===== src/rtl/mod_updown_counter_pkg.sv =====
// Shared definitions for the up/down modulo counter: width helper and direction encoding.
package counter_pkg;

    typedef enum logic {DIR_DOWN = 1'b0, DIR_UP = 1'b1} count_dir_t;

    // ceil(log2(x)), never less than 1 so a two-state counter still gets a bit
    function automatic int CeilLog2(input int x);
        int r;
        int v;
        r = 0;
        v = x - 1;
        for (int i = 0; i < 32; i++) begin
            if (v > 0) begin
                r = r + 1;
                v = v >> 1;
            end
        end
        if (r < 1) begin
            r = 1;
        end
        return r;
    endfunction

endpackage


===== src/rtl/mod_updown_counter.sv =====
// Up/down modulo counter with runtime terminal value, load, clear, wrap pulse and
// a saturating wrap counter for cascading timebases.
module mod_updown_counter
    import counter_pkg::*;
#(
    parameter int MAXIMUM_VALUE     = 32,
    parameter int NBITS_FOR_COUNTER = CeilLog2(MAXIMUM_VALUE),
    parameter int WRAP_BITS         = 8
) (
    input  logic                         clk,
    input  logic                         reset,
    input  logic                         enable,
    input  logic                         clear,
    input  logic                         load,
    input  logic [NBITS_FOR_COUNTER-1:0] load_value,
    input  logic                         up_down,
    input  logic [NBITS_FOR_COUNTER-1:0] terminal_value,
    output logic [NBITS_FOR_COUNTER-1:0] count,
    output logic                         flag_zero,
    output logic                         flag_max,
    output logic                         wrap_pulse,
    output logic [WRAP_BITS-1:0]         wrap_count
);

    localparam logic [NBITS_FOR_COUNTER-1:0] TOP_LIMIT = NBITS_FOR_COUNTER'(MAXIMUM_VALUE - 1);
    localparam logic [WRAP_BITS-1:0]         WRAP_SAT  = {WRAP_BITS{1'b1}};

    logic [NBITS_FOR_COUNTER-1:0] count_reg;
    logic                         wrap_pulse_reg;
    logic [WRAP_BITS-1:0]         wrap_count_reg;

    logic [NBITS_FOR_COUNTER-1:0] terminal_eff;
    logic [NBITS_FOR_COUNTER-1:0] load_eff;
    logic [NBITS_FOR_COUNTER-1:0] step_next;
    logic                         step_wrap;
    count_dir_t                   dir;

    always_comb begin
        terminal_eff = (terminal_value > TOP_LIMIT) ? TOP_LIMIT : terminal_value;
        load_eff     = (load_value > terminal_eff) ? terminal_eff : load_value;
        dir          = count_dir_t'(up_down);
        step_next    = count_reg;
        step_wrap    = 1'b0;
        if (dir == DIR_UP) begin
            // ">=" also catches a terminal lowered beneath the current count
            if (count_reg >= terminal_eff) begin
                step_next = '0;
                step_wrap = 1'b1;
            end else begin
                step_next = count_reg + 1'b1;
            end
        end else begin
            if (count_reg == '0) begin
                step_next = terminal_eff;
                step_wrap = 1'b1;
            end else if (count_reg > terminal_eff) begin
                step_next = terminal_eff;
            end else begin
                step_next = count_reg - 1'b1;
            end
        end
        flag_zero = (count_reg == '0);
        flag_max  = (count_reg == terminal_eff);
    end

    always_ff @(posedge clk) begin
        if (reset || clear) begin
            count_reg      <= '0;
            wrap_pulse_reg <= 1'b0;
            wrap_count_reg <= '0;
        end else if (load) begin
            count_reg      <= load_eff;
            wrap_pulse_reg <= 1'b0;
        end else if (enable) begin
            count_reg      <= step_next;
            wrap_pulse_reg <= step_wrap;
            if (step_wrap && (wrap_count_reg != WRAP_SAT)) begin
                wrap_count_reg <= wrap_count_reg + 1'b1;
            end
        end else begin
            wrap_pulse_reg <= 1'b0;
        end
    end

    assign count      = count_reg;
    assign wrap_pulse = wrap_pulse_reg;
    assign wrap_count = wrap_count_reg;

endmodule


===== config.mk =====
export PLATFORM = sky130hd
export DESIGN_NAME = mod_updown_counter
export DESIGN_NICKNAME = d
export VERILOG_FILES = /design/src/rtl/mod_updown_counter_pkg.sv /design/src/rtl/mod_updown_counter.sv
export SDC_FILE = /design/constraint.sdc
export NUM_CORES = 1
export LEC_CHECK = 0
export BUFFER_PORTS_ARGS = -buffer_cell sky130_fd_sc_hd__buf_2
export CAP_MARGIN = 10
export CORE_UTILIZATION = 57
export CTS_CLUSTER_DIAMETER = 150
export DETAILED_ROUTE_END_ITERATION = 12
export MAX_ROUTING_LAYER = met4
export PLACE_DENSITY_LB_ADDON = 0.25
export SLEW_MARGIN = 25
export SYNTH_ARGS = -nofsm -noshare
export SYNTH_HDL_FRONTEND = slang
export SYNTH_SLANG_ARGS = --single-unit

===== constraint.sdc =====
create_clock -name clk -period 4.2 [get_ports clk]
set_input_delay 0.84 -clock clk [delete_from_list [all_inputs] [get_ports clk]]
set_output_delay 0.84 -clock clk [all_outputs]
set_load 0.02 [all_outputs]

* Word level (Yosys, flattened, before mapping) *
Index checks and enable logic that the tools add are counted.

operators by class
  muxes and demuxes = 11
  order comparisons = 4
  reductions and logical operators = 6
  bitwise operators = 2
  eq/ne operators = 2
  add/subtract/negate cells = 3

operator list
  operator                                           count
  2-to-1 mux 5 bit                                   8
  > comparator 5 bit                                 2
  adder 8 x 1 -> 8 bit (second input constant)       1
  != test 8 bit (second input constant)              1
  adder 5 x 1 -> 5 bit (second input constant)       1
  equality test 5 bit                                1
  >= comparator 5 bit                                1
  > comparator 5 bit (second input constant)         1
  logical NOT 5 bit                                  1
  subtractor 5 x 1 -> 5 bit (second input constant)  1
  2-to-1 mux 1 bit                                   3
  AND reduction 3 bit                                1
  OR reduction 3 bit                                 1
  inverter 1 bit                                     2
  nonzero test 2 bit                                 1
  logical AND 1 bit                                  1
  logical OR 1 bit                                   1

storage, ports and cells
  bits of input ports = 16
  register bits after elaboration = 14

* Longest topological paths before layout *
Gate-level depths: netlist of run 1.

  depth in word-level cells = 8
  gate-level depth with buffers = 9
  depth with buffers taken out = 9

* Least setup slack after synthesis of run 1 *
OpenSTA, ideal clock, no wires.

  path type = input to register
  start point = input terminal_value[2]
  end point = register count_reg[1] (netlist: count[1])
  buffers on the path = 0
  setup slack = 1591 ps
  arrival = 2514 ps
  stages = 9
  setup time = 95 ps
  path through = inv_1 > ha_1 > and3_1 > nand3_2 > clkinv_1 > a21oi_2 > nor2_1 > mux2_1 > o311ai_1

between the ends
  cells in the longest elaborated chain, start to end = 8
  elaborated cells on any way between the ends = 12
  those cells by class = 4 x order compare; 8 x mux

RTL lines
  element                 line                      RTL
  start: declaration      mod_updown_counter.sv:17  input logic [NBITS_FOR_COUNTER-1:0] terminal_value,
  > comparator 5 bit      mod_updown_counter.sv:39  terminal_eff = (terminal_value > TOP_LIMIT) ? TOP_LIMIT : terminal_value;
  2-to-1 mux 5 bit (*)    mod_updown_counter.sv:39
  > comparator 5 bit      mod_updown_counter.sv:56  end else if (count_reg > terminal_eff) begin
  2-to-1 mux 5 bit        mod_updown_counter.sv:56
  2-to-1 mux 5 bit        mod_updown_counter.sv:53  if (count_reg == '0) begin
  2-to-1 mux 5 bit        mod_updown_counter.sv:44  if (dir == DIR_UP) begin
  2-to-1 mux 5 bit        mod_updown_counter.sv:74  end else if (enable) begin
  2-to-1 mux 5 bit (*)    mod_updown_counter.sv:71  end else if (load) begin
  end signal: assignment  mod_updown_counter.sv:72  count_reg <= load_eff;
  end signal: assignment  mod_updown_counter.sv:75  count_reg <= step_next;
  end: declaration        mod_updown_counter.sv:28  logic [NBITS_FOR_COUNTER-1:0] count_reg;

Every way passes the cells marked *; elsewhere a longest branch is shown, timed or not. The select of a mux whose other input is x is not followed.
A chain may end at the register's enable or synchronous reset.

* Worst setup path in the final report of run 1 *
  start point = input terminal_value[1]
  end point = output flag_max

between the ends
  cells in the longest elaborated chain, start to end = 3

RTL lines
  element                  line                      RTL
  > comparator 5 bit       mod_updown_counter.sv:39
  2-to-1 mux 5 bit (*)     mod_updown_counter.sv:39
  equality test 5 bit (*)  mod_updown_counter.sv:63  flag_max = (count_reg == terminal_eff);
  end: declaration         mod_updown_counter.sv:20  output logic flag_max,

Every way passes the cells marked *; elsewhere a longest branch is shown, timed or not.

==> out/qor.csv, run 1 <==
metric,value,unit
finalHoldViolations,0,
port_buffers,31,
clk_latency,0.28,ns
cts_tree,yes,
postRouteAntennaNets,0,
synth_area_leaders,"dfxtp_1 (22%), ha_1 (13%), nor2_1 (5.3%)",
worst_setup_path_start_kind,input port,
antenna_found_initial,0,
synth_cell_type_count,52,
worst-setup-path-type,in2out,
grt_usage,29.4,%
nFillCells,191,
setup_viol,0,
cts_sinks,14,
ctsHtreeMaxLevel,1,
dpl.hpwl,2500,um
slew_headroom,58.3,%
status,"complete, no violations",
clock_path_buffers,2,
power_leakage,0.654,nW
vias_per_cell,6.10,
grt_pass1_wl,5360,um
synth-seq-cells,14,
syn_avg_cell_area,8.15,sq um
die-width,49.4,um
netSwitchingFraction,34.0,%
cts-buffers-inserted,3,
post-cts-setup-buffers,0,
synth_commonest_cells,"nor2_1 (18), dfxtp_1 (14), ha_1 (13)",
yosys.area.top_type,dfxtp_1,
cts_hold_buf,0,
fp.dieH,49.4,um
fp.coreArea,0.00204,sq mm
area_growth,15.4,%
crit_arrival,1.98,ns
rsz0062_at_grt,false,
synth-edff-count,0,
first_global_vias,1207,
yosysMostFrequentCell,nor2_1,
gp_congestion,1.01,
ios,32,
max-vdd-ir-drop,0.248,mV
drive_gt1_share,26.2,%
seq_area_frac_synth,21.9,%
p_switching,0.000123,W
clkTransAtPathRegs,0.08,ns
maxCapViolations,0,
synth-async-reset-ratio,0,%
reg2reg_slack,1.77,ns
dr_total_vias,1306,
p_int,0.000240,W
num_rows,16,
clock.fmax,0.355,GHz
worstPathRequired,3.36,ns
grt_max_degree,16,
min_path_type,reg2reg,
tns,0,ns
synth_nets,186,
drt_iter0_drc,49,
wirelength,3160,um
netlist_instances,157,
firstDrtPassIters,4,
synth_top_area_share,21.9,%
drcViolationCount,0,
grt_overflow_total,0,
worst_pin_slew,0.626,ns
drv_slew,0,
largest_register_ffs,8,
final.min_clock_period,2.82,ns
cts.repair.resized,0,
synth_ff_type,dfxtp_1,
ys_warn_count,0,
finalClockSkew,0.00175,ns
post-route-period-util,67.2,%
critPathCaptureType,output pin,
wire_per_inst,14.7,um
seqPwrFrac,40.1,%
syn-cell-area,0.00128,sq mm
powerDensity,246,mW/mm^2
finish.utilization,72.4,%
p_clk_share,26.1,%
nets,217,
num_antenna_cells,0,
dieArea,0.00244,sq mm
pwr-share-comb,33.8,%
path_max_fanout,8,
clockRootBuffer,clkbuf_4,
initial_core_util,62.7,%
[path summary, 6_finish.rpt]
check                                                start                         end  depth (start not counted)
worst max-delay path                     terminal_value[1]                    flag_max                          7
worst min-delay path            wrap_count[1]$_SDFFE_PP0P_  wrap_count[1]$_SDFFE_PP0P_                          2
worst max register to register       count[2]$_SDFFE_PP0P_       count[1]$_SDFFE_PP0P_                          8
worst min register to register  wrap_count[1]$_SDFFE_PP0P_  wrap_count[1]$_SDFFE_PP0P_                          2
[placed cells by master, fill, tap and decap left out, drive strengths merged, types with 2 or more instances in the layout]
| master | n |
|---|---|
| buf | 31 |
| nor4b | 2 |
| nand3 | 11 |
| o22ai | 2 |
| nor4 | 2 |
| a31oi | 2 |
| xor2 | 2 |
| o311ai | 3 |
| xnor2 | 7 |
| o21ai | 6 |
| nor3 | 6 |
| a21oi | 12 |
| nor2 | 19 |
| o31ai | 2 |
| a211oi | 2 |
| clkbuf | 4 |
| ha | 13 |
| mux2i | 3 |
| inv | 10 |
| mux2 | 2 |
| nand2 | 11 |
| dfxtp | 14 |
| nand3b | 2 |
| nand2b | 2 |
[kinds of logic (layout without fill, tap and decap cells)]
kind of cell,Yosys count,in the layout,synth area share [%]
AND/OR/NAND/NOR,61,61,28.5
AO/OA/AOI/OAI,39,39,21.2
buffers and inverters,16,46,5.38
flip-flops,14,14,21.9
adder cells (fa/ha/maj),13,13,12.7
XOR/XNOR,9,9,6.16
multiplexers,5,5,4.11
[critical path, cell delays in order]
cell	delay, ns
buf_2	0.10
inv_1	0.10
ha_1	0.26
and3_1	0.18
nand3_2	0.15
clkinv_1	0.16
buf_2	0.19
[area by class of cell]
| type | count | area, sq um | share of cell area, % |
|---|---|---|---|
| flip-flops and latches | 14 | 280 | 19.0 |
| inverters | 11 | 41.3 | 2.79 |
| repair buffers | 31 | 155 | 10.5 |
| well taps | 27 | 33.8 | 2.29 |
| multi-input cells | 127 | 931 | 63.0 |
| clock buffers | 4 | 36.3 | 2.46 |
[stage by stage]
step | instance area, sq um | hold WS (ns) | setup WS, ns | power (W) | std cells
finish | 1480 | 0.523 | 1.38 | 0.000363 | 214
global route | 1480 | 0.568 | 1.32 | 0.000386 | 214
CTS | 1480 | 0.525 | 1.39 | 0.000365 | 214
detailed placement | 1440 | 0.509 | 1.39 | 0.000269 | 210
global placement | 1440 | 0.498 | 1.43 | 0.000266 | 210
floorplan | 1280 | 0.581 | 1.59 | 0.000236 | 157
[layer usage]
layer / GRT usage (%) / vias to the layer above / wire, um
li1: - / 641 / -
met1: 38.3 / 610 / 1490
met3: 8.41 / 2 / 181
met2: 44.5 / 53 / 1470
met4: 7.62 / 0 / 14
met5: - / - / 0
[power groups by stage]
stage           Clock, W  Combinational, W  Sequential (W)
6_report       0.0000949          0.000123        0.000146
5_1_grt         0.000104          0.000136        0.000146
4_1_cts        0.0000982          0.000122        0.000145
3_5_place_dp           0          0.000121        0.000149
3_3_place_gp           0          0.000118        0.000148
2_1_floorplan          0         0.0000880        0.000148
(Power assumes the default switching activity.)
==> run 2, diff against run 1 <==
CORE_ASPECT_RATIO = 0.5   (was unset)
CORE_UTILIZATION = 48   (was 57)
clock period = 2.5 ns   (was 4.2 ns; I/O delays follow)
==> out/qor.csv, run 2 (same netlist as run 1, synthesis figures left out) <==
metric,value,unit
clockRootBuffer,clkbuf_8,
fp.dieH,38.5,um
max-vdd-ir-drop,0.320,mV
cts_tree,yes,
pwr-share-comb,33.3,%
hold_path_depth,2,
post-route-period-util,86.6,%
num_antenna_cells,0,
cts.repair.resized,0,
postRouteAntennaNets,0,
worst_pin_slew,0.432,ns
wl_met3,287,um
final.min_clock_period,2.16,ns
fin_area,0.00155,sq mm
r2r_cells,8,
finish.utilization,65.8,%
final_common_cell,buf_2,
worst_setup_path_start_kind,flop,
path_max_fanout,7,
ctsHtreeMaxLevel,1,
grt_max_degree,16,
firstDrtPassIters,4,
place_area,0.00150,sq mm
status,"complete, no violations",
tns,0,ns
slew_headroom,71.1,%
final_cell_mix,"buf_2 (31), nor2_1 (18), dfxtp_1 (14), ha_1 (13)",
p_switching,0.000230,W
worstPathRequired,2.65,ns
nets,223,
drcViolationCount,0,
largest_register_ffs,8,
dr_total_vias,1290,
cts_sinks,14,
crit_arrival,2.31,ns
rsz0062_at_grt,false,
min_path_type,reg2reg,
top_layer,met4,
clk_latency,0.25,ns
rr_startpoint,count[1]$_SDFFE_PP0P_,
first_global_vias,1132,
nFillCells,224,
worst-setup-path-type,reg2reg,
cts-buffers-inserted,3,
drt_iter0_drc,99,
vias_per_cell,5.66,
clock.fmax,0.462,GHz
drv_slew,0,
cts_hold_buf,0,
r2r-end,count[1]$_SDFFE_PP0P_,
wirelength,3340,um
clock_path_buffers,2,
grt_usage,26.5,%
p_clk_share,32.7,%
grt_pass1_wl,5320,um
met2_length,1450,um
clkTransAtPathRegs,0.06,ns
num_rows,12,
setup_viol,0,
finalClockSkew,0.00207,ns
maxCapViolations,0,
critPathCaptureType,flop,
powerDensity,446,mW/mm^2
power_leakage,0.692,nW
min-delay-start,wrap_count[1]$_SDFFE_PP0P_,
wire_per_inst,14.6,um
port_buffers,31,
p_int,0.000463,W
initial_core_util,54.3,%
netSwitchingFraction,33.1,%
fp.coreArea,0.00236,sq mm
area_growth,21.2,%
reg2reg_slack,0.34,ns
antenna_found_initial,0,
dpl.hpwl,2570,um
dieArea,0.00289,sq mm
grt_overflow_total,0,
ios,32,
post-cts-setup-buffers,0,
holdPathEnd,wrap_count[1]$_SDFFE_PP0P_,
finalHoldViolations,0,
die-width,75.0,um
wl_met1,1580,um
seqPwrFrac,34.0,%
gp_congestion,0.996,
drive_gt1_share,28.5,%
## run 2: cell types whose count changed in the layout (fill, tap and decap cells not counted), sizes merged
| cell | before | now |
|---|---|---|
| buf | 31 | 37 |
## run 2: through the flow
step                hold WS [ns]  power, W  setup slack, ns  instances
floorplan                  0.581  0.000397            0.205        157
global route               0.595  0.000729            0.166        228
CTS                        0.538  0.000692            0.376        228
detailed placement         0.538  0.000465            0.174        224
global placement           0.515  0.000464            0.208        224
finish                     0.546  0.000693            0.336        228
## run 2: worst max-delay path, cell delays in order, from the launching register on
cell and delay [ns]:
dfxtp_1 0.48, ha_1 0.30, and3_1 0.18, nand3_2 0.08, clkinv_1 0.11, a21oi_2 0.24, nor2_1 0.10, mux2_1 0.33
o311ai_1 0.23
## run 2: final cells by class
class | instances | area, sq um | share of cell area [%]
clock buffer | 4 | 55.1 | 3.55
inverter | 11 | 41.3 | 2.66
multi-input combinational | 127 | 931 | 60.0
sequential | 14 | 280 | 18.1
tap | 35 | 43.8 | 2.82
timing repair buffer | 37 | 200 | 12.9
## run 2: worst max-delay path by stage
stage | start | endpoint | slack [ns]
5_1_grt | count[1]$_SDFFE_PP0P_ | count[1]$_SDFFE_PP0P_ | 0.17
3_3_place_gp | terminal_value[1] | count[1]$_SDFFE_PP0P_ | 0.21
2_1_floorplan | count[0]$_SDFFE_PP0P_ | count[1]$_SDFFE_PP0P_ | 0.20
3_5_place_dp | terminal_value[4] | count[1]$_SDFFE_PP0P_ | 0.17
6_report | count[1]$_SDFFE_PP0P_ | count[1]$_SDFFE_PP0P_ | 0.34
4_1_cts | count[1]$_SDFFE_PP0P_ | count[1]$_SDFFE_PP0P_ | 0.38
## run 2: power groups by stage
stage                     clock network, W  logic, W  registers (W)
after floorplan                          0  0.000148       0.000249
after global placement                   0  0.000224       0.000240
after detailed placement                 0  0.000225       0.000240
after CTS                         0.000229  0.000228       0.000235
after global routing              0.000240  0.000253       0.000236
final                             0.000227  0.000231       0.000235
## run 2: layer usage
layer,up-vias,global-route usage [%]
li1,645,-
met1,597,33.5
met2,46,41.2
met3,2,9.74
met4,0,4.25
met5,-,-
==> run 3, diff against run 2 <==
CELL_PAD_IN_SITES_DETAIL_PLACEMENT = 0   (was unset)
CELL_PAD_IN_SITES_GLOBAL_PLACEMENT = 1   (was unset)
CORE_UTILIZATION = 35   (was 48)
==> out/qor.csv, run 3 (same netlist as run 1, synthesis figures left out) <==
metric,value,unit
port_buffers,31,
cts.repair.resized,0,
crit_arrival,2.30,ns
post-route-period-util,85.7,%
num_rows,15,
drive_gt1_share,29.2,%
antenna_found_initial,0,
status,"complete, no violations",
drv_slew,0,
largest_register_ffs,8,
final.min_clock_period,2.14,ns
wirelength,3380,um
finalHoldViolations,0,
worst_pin_slew,0.418,ns
power_leakage,0.701,nW
clockRootBuffer,clkbuf_8,
dr_total_vias,1255,
grt_pass1_wl,5750,um
first_global_vias,1184,
powerDensity,439,mW/mm^2
fp.dieH,44.8,um
worst-setup-path-type,reg2reg,
path_max_fanout,7,
clkTransAtPathRegs,0.07,ns
wire_per_inst,13.7,um
fp.coreArea,0.00347,sq mm
cp_cell_sequence,ha_1 > and3_1 > nand3_2 > clkinv_1 > a21oi_2 > nor2_1 > mux2_1 > o311ai_1,
nets,225,
slew_headroom,72.0,%
grt_overflow_total,0,
final_cell_mix,"buf_2 (31), nor2_1 (18), dfxtp_1 (14), ha_1 (13)",
holdWs,0.527,ns
crit_slowest_cell,dfxtp_1,
dieArea,0.00392,sq mm
fin_area,0.00159,sq mm
drcViolationCount,0,
cts_tree,yes,
finalClockSkew,0.00406,ns
cp.buffers_inverters,1,
grt_max_degree,16,
initial_core_util,36.9,%
worst_setup_path_start_kind,flop,
min_path_type,reg2reg,
ctsHtreeMaxLevel,1,
postRouteAntennaNets,0,
clk_latency,0.25,ns
grt_usage,19.8,%
cts_sinks,14,
crit_family,compound AO/OA/AOI/OAI gates,
setup_viol,0,
place_area,0.00153,sq mm
num_antenna_cells,0,
area_growth,23.9,%
maxCapViolations,0,
die-width,87.5,um
critPathCaptureType,flop,
cts_hold_buf,0,
dpl.hpwl,2670,um
drt_iter0_drc,37,
cts-buffers-inserted,3,
place_ws,0.134,ns
worstPathRequired,2.66,ns
clock_path_buffers,2,
max-vdd-ir-drop,0.184,mV
clock.fmax,0.467,GHz
vias_per_cell,5.10,
firstDrtPassIters,4,
rsz0062_at_grt,false,
setup_ws,0.357,ns
ios,32,
tns,0,ns
max_stage_delay,0.46,ns
post-cts-setup-buffers,0,
gp_congestion,0.835,
final_common_cell,buf_2,
==> run 3: path summary, 6_finish.rpt <==
path | from | end | slack [ns] | depth (start not counted)
hold reg to reg | wrap_count[1]$_SDFFE_PP0P_ | wrap_count[1]$_SDFFE_PP0P_ | 0.53 | 2
setup / recovery | count[1]$_SDFFE_PP0P_ | count[1]$_SDFFE_PP0P_ | 0.36 | 8
hold / removal | wrap_count[1]$_SDFFE_PP0P_ | wrap_count[1]$_SDFFE_PP0P_ | 0.53 | 2
setup reg to reg | count[1]$_SDFFE_PP0P_ | count[1]$_SDFFE_PP0P_ | 0.36 | 8
==> run 3: stage by stage <==
stage          utilization, %  power [W]  cells
4_1_cts                  45.7   0.000696    246
2_1_floorplan               -   0.000397    157
6_report                 45.7   0.000697    246
5_1_grt                  45.7   0.000733    246
3_5_place_dp             44.1   0.000469    242
3_3_place_gp             44.1   0.000470    242
==> run 3: layout make-up <==
type / instances / area, sq um
inverters: 11 / 41.3
multi-input cells: 127 / 931
repair buffers: 39 / 215
fillers: 387 / 1890
well taps: 51 / 63.8
clock buffers: 4 / 55.1
flip-flops and latches: 14 / 280
==> run 3: worst register-to-register path: stages (launching register included) <==
cell      delay (ns)
dfxtp_1         0.46
ha_1            0.29
and3_1          0.18
nand3_2         0.10
clkinv_1        0.14
a21oi_2         0.25
nor2_1          0.10
mux2_1          0.33
o311ai_1        0.22
==> run 3: power breakdown <==
part	switching, W	total (W)	internal [W]
sequential	0.00000580	0.000235	0.000229
combinational	0.000135	0.000231	0.0000962
clock	0.0000908	0.000231	0.000140
total	0.000231	0.000697	0.000465
==> run 3: routing by layer <==
metal	routed length (um)	GRT usage (%)	vias to the layer above
met3	148	4.75	2
met5	0	-	-
met1	1830	27.5	573
li1	-	-	651
met2	1390	29.5	29
met4	14	3.93	0
